**config.mk**
```make
export PLATFORM = sky130hd
export DESIGN_NAME = stream_fifo
export DESIGN_NICKNAME = d
export VERILOG_FILES = /design/src/rtl/stream_fifo.sv
export SDC_FILE = /design/constraint.sdc
export NUM_CORES = 1
export LEC_CHECK = 0
export CAP_MARGIN = 20
export CORE_MARGIN = 5
export CORE_UTILIZATION = 52
export DETAILED_ROUTE_END_ITERATION = 12
export PLACE_DENSITY = 0.75
export SLEW_MARGIN = 40
export SYNTH_ARGS = -nofsm -noshare
export SYNTH_HDL_FRONTEND = slang
export SYNTH_SLANG_ARGS = --single-unit
```
**constraint.sdc**
```tcl
create_clock -name clk -period 2.87 [get_ports clk]
set_clock_uncertainty 0.15 [all_clocks]
set_input_delay 0.287 -clock clk [delete_from_list [all_inputs] [get_ports clk]]
set_output_delay 0.287 -clock clk [all_outputs]
set_load 0.01 [all_outputs]
```
**src/rtl/stream_fifo.sv**
```systemverilog
// Ring-buffer stream FIFO with ready/valid on both sides, level/threshold flags,
// sticky overflow and synchronous flush. Define STREAM_FIFO_BYPASS_EN for zero-latency fall-through when empty.
module stream_fifo #(
    parameter int DATA_SIZE    = 16,
    parameter int FIFO_DEPTH   = 8,
    parameter int ALMOST_FULL  = FIFO_DEPTH - 2,
    parameter int ALMOST_EMPTY = 1
) (
    input  logic                               clk,
    input  logic                               rst_n,
    input  logic                               in_valid,
    output logic                               in_ready,
    input  logic [DATA_SIZE-1:0]               in_data,
    output logic                               out_valid,
    input  logic                               out_ready,
    output logic [DATA_SIZE-1:0]               out_data,
    output logic [$clog2(FIFO_DEPTH+1)-1:0]    level,
    output logic                               almost_full,
    output logic                               almost_empty,
    output logic                               overflow,
    input  logic                               overflow_clr,
    input  logic                               flush
);

    localparam int LW = $clog2(FIFO_DEPTH + 1);
    localparam int PW = $clog2(FIFO_DEPTH);
    localparam logic [LW-1:0] LVL_FULL = LW'(FIFO_DEPTH);
    localparam logic [PW-1:0] PTR_LAST = PW'(FIFO_DEPTH - 1);

    logic [DATA_SIZE-1:0] mem_q [FIFO_DEPTH];
    logic [PW-1:0]        rd_ptr_q, rd_ptr_d;
    logic [PW-1:0]        wr_ptr_q, wr_ptr_d;
    logic [LW-1:0]        level_q, level_d;
    logic                 overflow_q, overflow_d;
    logic                 empty_s, full_s, byp_s;
    logic                 push_s, pop_s, store_s, deq_s, mem_we_s;

    function automatic logic [PW-1:0] next_ptr(input logic [PW-1:0] p);
        return (p == PTR_LAST) ? {PW{1'b0}} : p + PW'(1);
    endfunction

    assign empty_s = (level_q == {LW{1'b0}});
    assign full_s  = (level_q == LVL_FULL);

`ifdef STREAM_FIFO_BYPASS_EN
    assign byp_s    = empty_s & in_valid & rst_n;
    assign out_data = empty_s ? in_data : mem_q[rd_ptr_q];
`else
    assign byp_s    = 1'b0;
    assign out_data = mem_q[rd_ptr_q];
`endif

    // in_ready is held low while reset is asserted and never looks at out_ready
    assign in_ready     = rst_n & ~full_s;
    assign out_valid    = ~flush & (~empty_s | byp_s);
    assign push_s       = in_valid & in_ready;
    assign pop_s        = out_valid & out_ready;
    assign store_s      = push_s & ~(byp_s & pop_s);
    assign deq_s        = pop_s & ~empty_s;
    assign level        = level_q;
    assign overflow     = overflow_q;
    assign almost_full  = (level_q >= LW'(ALMOST_FULL));
    assign almost_empty = (level_q <= LW'(ALMOST_EMPTY));

    // Next-state for pointers, level and overflow; flush overrides all traffic
    always_comb begin
        rd_ptr_d   = rd_ptr_q;
        wr_ptr_d   = wr_ptr_q;
        level_d    = level_q;
        overflow_d = overflow_q;
        mem_we_s   = 1'b0;
        if (flush) begin
            rd_ptr_d = {PW{1'b0}};
            wr_ptr_d = {PW{1'b0}};
            level_d  = {LW{1'b0}};
            if (overflow_clr) begin
                overflow_d = 1'b0;
            end else begin
                overflow_d = overflow_q;
            end
        end else begin
            if (store_s) begin
                mem_we_s = 1'b1;
                wr_ptr_d = next_ptr(wr_ptr_q);
            end else begin
                wr_ptr_d = wr_ptr_q;
            end
            if (deq_s) begin
                rd_ptr_d = next_ptr(rd_ptr_q);
            end else begin
                rd_ptr_d = rd_ptr_q;
            end
            case ({store_s, deq_s})
                2'b10:   level_d = level_q + LW'(1);
                2'b01:   level_d = level_q - LW'(1);
                default: level_d = level_q;
            endcase
            // set beats clear when both happen in one cycle
            if (in_valid & ~in_ready) begin
                overflow_d = 1'b1;
            end else if (overflow_clr) begin
                overflow_d = 1'b0;
            end else begin
                overflow_d = overflow_q;
            end
        end
    end

    // Control state registers
    always_ff @(posedge clk or negedge rst_n) begin
        if (!rst_n) begin
            rd_ptr_q   <= {PW{1'b0}};
            wr_ptr_q   <= {PW{1'b0}};
            level_q    <= {LW{1'b0}};
            overflow_q <= 1'b0;
        end else begin
            rd_ptr_q   <= rd_ptr_d;
            wr_ptr_q   <= wr_ptr_d;
            level_q    <= level_d;
            overflow_q <= overflow_d;
        end
    end

    // Payload storage, intentionally not reset
    always_ff @(posedge clk) begin
        if (mem_we_s) begin
            mem_q[wr_ptr_q] <= in_data;
        end
    end

endmodule

```
# Word-level counts from Yosys, hierarchy flattened
# Memories as Yosys holds them, arrays and structs flattened.
# Index checks and enable logic that the tools add are counted.
classes:
  n_addsub: 4
  order_cmp: 2
  eq_ne: 5
  mux: 15
  bitwise_logic: 10
  reduce_logical: 4
ops:
  columns: ["operator", "count"]
  rows:
  - ["2-to-1 mux 3 bit", 6]
  - ["case mux 4 bit (2 select lines)", 1]
  - ["2-to-1 mux 1 bit", 7]
  - ["adder 3 x 1 -> 3 bit, second input constant", 2]
  - ["bitwise AND 1 bit", 6]
  - ["== test 3 bit, second input constant", 2]
  - ["adder 4 x 1 -> 4 bit, second input constant", 1]
  - ["== test 4 bit, second input constant", 1]
  - ["greater-or-equal comparator 4 x 3 -> 1 bit, second input constant", 1]
  - ["less-or-equal comparator 4 x 1 -> 1 bit, second input constant", 1]
  - ["logical NOT 4 bit", 1]
  - ["2-to-1 mux 4 bit", 1]
  - ["NOT 1 bit", 4]
  - ["nonzero test 2 bit", 2]
  - ["subtractor 4 x 1 -> 4 bit, second input constant", 1]
  - ["nonzero test 3 bit", 1]
  - ["== test 2 x 1 -> 1 bit, second input constant", 1]
  - ["== test 2 bit, second input constant", 1]
totals:
  ff_bits: 11
  ram_bits: 128
  output_inout_bits: 25
  mem_count: 1
mem_list:
  columns: ["name", "depth", "word_bits", "rd", "rd_ports_with_merged_regs", "write_ports", "line_no", "rtl"]
  rows:
  - ["mem_q", 8, 16, 1, 0, 1, "30", "logic [DATA_SIZE-1:0] mem_q [FIFO_DEPTH];"]

# Logic depth before layout (Yosys ltp)
depth:
  ltp_word: 8
  ltp_mapped: 6

# Worst setup path before layout
# No wires, ideal clock.
synth_timing:
  kind: "register to register"
  start: "register level_q[1] (netlist: level[1])"
  end: "memory mem_q[0][0], enable pin"
  arrival_ns: 2.222
  t_required_ns: 2.311
  path_slack_ns: 0.089
  path_stages_with_launch: 6
  n_path_buf: 0
  path_cell_list: "dfrtp_1 inv_1 ha_1 nand2_1 o21ai_2 nor3_1"
synth_via:
  elab_chain_len: 8
synth_rtl:
  columns: ["item", "line_no", "rtl"]
  rows:
  - ["start: declaration", "33", "logic [LW-1:0] level_q, level_d;"]
  - ["start signal: assignment", "114", "level_q <= {LW{1'b0}};"]
  - ["start signal: assignment", "119", "level_q <= level_d;"]
  - ["== test 4 bit", "43", "assign full_s = (level_q == LVL_FULL);"]
  - ["NOT 1 bit", "54", "assign in_ready = rst_n & ~full_s;"]
  - ["bitwise AND 1 bit", "54", null]
  - ["bitwise AND 1 bit", "56", "assign push_s = in_valid & in_ready;"]
  - ["2-to-1 mux 1 bit", "82", "if (store_s) begin"]
  - ["2-to-1 mux 1 bit", "72", "if (flush) begin"]
  - ["2-to-1 mux 1 bit", "126", "if (mem_we_s) begin"]
  - ["2-to-1 mux 1 bit (implied by the code)", "127", "mem_q[wr_ptr_q] <= in_data;"]
  - ["end: declaration", "30", null]
# Every way passes these cells.

# Worst setup path after layout
layout_timing:
  start: "register level_q[0] (netlist: level[0])"
  end: "output port in_ready"
layout_via:
  elab_chain_len: 3
layout_rtl:
  columns: ["item", "line_no", "rtl"]
  rows:
  - ["== test 4 bit", "43", null]
  - ["NOT 1 bit", "54", null]
  - ["bitwise AND 1 bit", "54", null]
  - ["end: declaration", "12", "output logic in_ready,"]
# Every way passes these cells.

==> metrics.cfg <==
[synth]
ys.flop_type=edfxtp_1
seq_area_frac_synth=0.7112
synth_seq_cells=139
syn_avg_cell_area_um2=19.63
synthesis.nets=326
ys_top_cells_by_area=edfxtp_1, mux4_1, dfrtp_1
synth_top_area_frac=0.6636
async_reset_ff_frac=0.07914
mappedNetlistArea_um2=5792
syn_inst=295
synth_top_area_cell=edfxtp_1
synthDistinctLibCells=40
synth_edf_count=128
yosys_warnings=0

[routing]
wl_per_cell_um=20.10
drtAntennaViolNets=0
drt_wl_total_um=10550
drc=0
drt_iter0_markers=229
drt_first_pass_iters=4
viasPerCell=5.672
vias=2978

[clock_network]
path_clk_slew_ns=0.06
cts_sinks=139
h-tree-depth=4
cts_buffers=17
cts.path.max_buffers=2
insertion_delay_ns=0.52
cts_tree=done
cts_root_buf=clkbuf_8

[sta]
hold_viol=0
finalCritPeriodShare=0.9572
maxSlewHeadroom=0.6633
slew_viol_final=0
fmax_mhz=364.0
rsz0062_at_grt=no
setup_viol=0
period_minus_slack_ns=2.747
layout_setup_ws_ns=0.1228
setup_tns_ns=0
tightest_slew_ns=0.5050

[status]
status=completed

[place]
dp_hpwl_um=6416
place_ws_ns=0.4070
port-buffer-count=46
place_congestion=0.8091

[power]
powerDensity_nw_per_um2=675.5
p_leak_nw=2.491
fin_total_pwr_mw=4.821
vdd_ir_drop_max_v=0.0004402

[floorplan]
core_area_um2=10890
rows=38
start_util=0.5319
fp.dieW_um=115.5
fp.dieH_um=115.5
die-area_um2=13350
num_io_pins=47

[layout]
final_cell_mix=edfxtp_1, mux4_1, clkdlybuf4s50_1
syn_to_final_growth_pct=23.22
layout_commonest_cell=edfxtp_1
drive_gt1_frac=0.2135
finalNetCount=405

[grt]
grt_overflow_total=0
grt_pass1_vias=3009
grt_first_pass_wirelength_um=16500
grt_max_degree=35
grt_use_total=0.1711
antenna_found_initial=0

[setup_path]
crit_fanout=6
crit_required_ns=2.43
cp.arrival_ns=2.31
startpoint_type=flip-flop
endpoint_kind=output pin
ff2ff_setup_slack_ns=0.56
critical_path_class=reg2out

[worst_hold_path]
hold_path.class=in2reg

[job]
drv.max_cap_violation_count=0

[cell type report]
class / instances / area [um2]
Sequential cell: 139 / 4121
Fill cell: 726 / 3751
Multi-Input combinational cell: 135 / 1582
Timing Repair Buffer: 74 / 689.4
Clock buffer: 17 / 414.1
Tap cell: 140 / 175.2
Clock inverter: 12 / 126.4
Inverter: 7 / 26.28
Antenna cell: 1 / 2.502
[state kept, by name, indices dropped and copies added, names as in the netlist]
signal    flops
level         4
mem_q       128
overflow      1
rd_ptr_q      3
wr_ptr_q      3
[layer usage]
metal / wire (um) / global-route usage / vias up
met2: 5346 / 0.2820 / 86
met3: 623 / 0.05796 / 13
met4: 108 / 0.05634 / 0
li1: - / - / 1387
met5: 0 / 0 / -
met1: 4473 / 0.2150 / 1492
[synth_stat cells, types with 2 or more instances]
cell / instances
nor2b_1: 2
nor3_1: 10
ha_1: 9
nand2b_1: 2
mux2_2: 16
a21oi_1: 7
nand3_1: 6
clkbuf_1: 6
nand2_1: 12
nor2_1: 10
o21ai_0: 5
edfxtp_1: 128
buf_2: 4
or3_1: 3
buf_6: 4
dfrtp_1: 11
mux4_1: 31
inv_1: 7
[power breakdown]
group,switching (mW),internal (mW)
Clock,0.782,1.22
Sequential,0.0268,2.24
Combinational,0.247,0.311
Total,1.06,3.77
[stage by stage]
step,utilization,hold WS [ns],cells,area [um2]
finish,0.6555,0.2057,525,7137
global route,0.6553,0.1939,524,7134
CTS,0.6502,0.1950,518,7079
detailed placement,0.6009,0.3578,488,6543
global placement,0.6009,0.3529,488,6543
floorplan,-,-0.1586,295,5792
[kinds of logic (layout without fill, tap and decap cells)]
group                    count (synthesis)  count (layout)  synth area share
adder cells (fa/ha/maj)                  9               9           0.01944
other                                    0               1                 0
buffers and inverters                   21             110           0.01966
AO/OA/AOI/OAI                           22              22           0.02398
AND/OR/NAND/NOR                         56              56           0.05012
multiplexers                            48              48            0.1756
flip-flops                             139             139            0.7112
[critical path, stage by stage, from the launching register on]
cell	delay [ns]
dfrtp_2	0.42
inv_1	0.11
ha_1	0.26
nor2b_2	0.19
a21boi_1	0.22
clkdlybuf4s50_1	0.58
[worst paths after layout]
check | to | startpoint | cells past startpoint
max in group asynchronous | level[0] | rst_n | 3
worst min register to register | overflow | overflow | 2
min in group asynchronous | overflow | rst_n | 2
worst min-delay path | overflow | overflow_clr | 2
worst max register to register | mem_q[7][15] | level[0] | 7
worst max-delay path | in_ready | level[0] | 5
[timing repair]
item / in CTS / in global routing
hold buffers: 1 / 0
hold endpoints to repair: 1 / 0
setup endpoints to repair: 17 / 3
setup buffers: 0 / 6
resized for setup: 16 / 5
(Power assumes the default switching activity.)
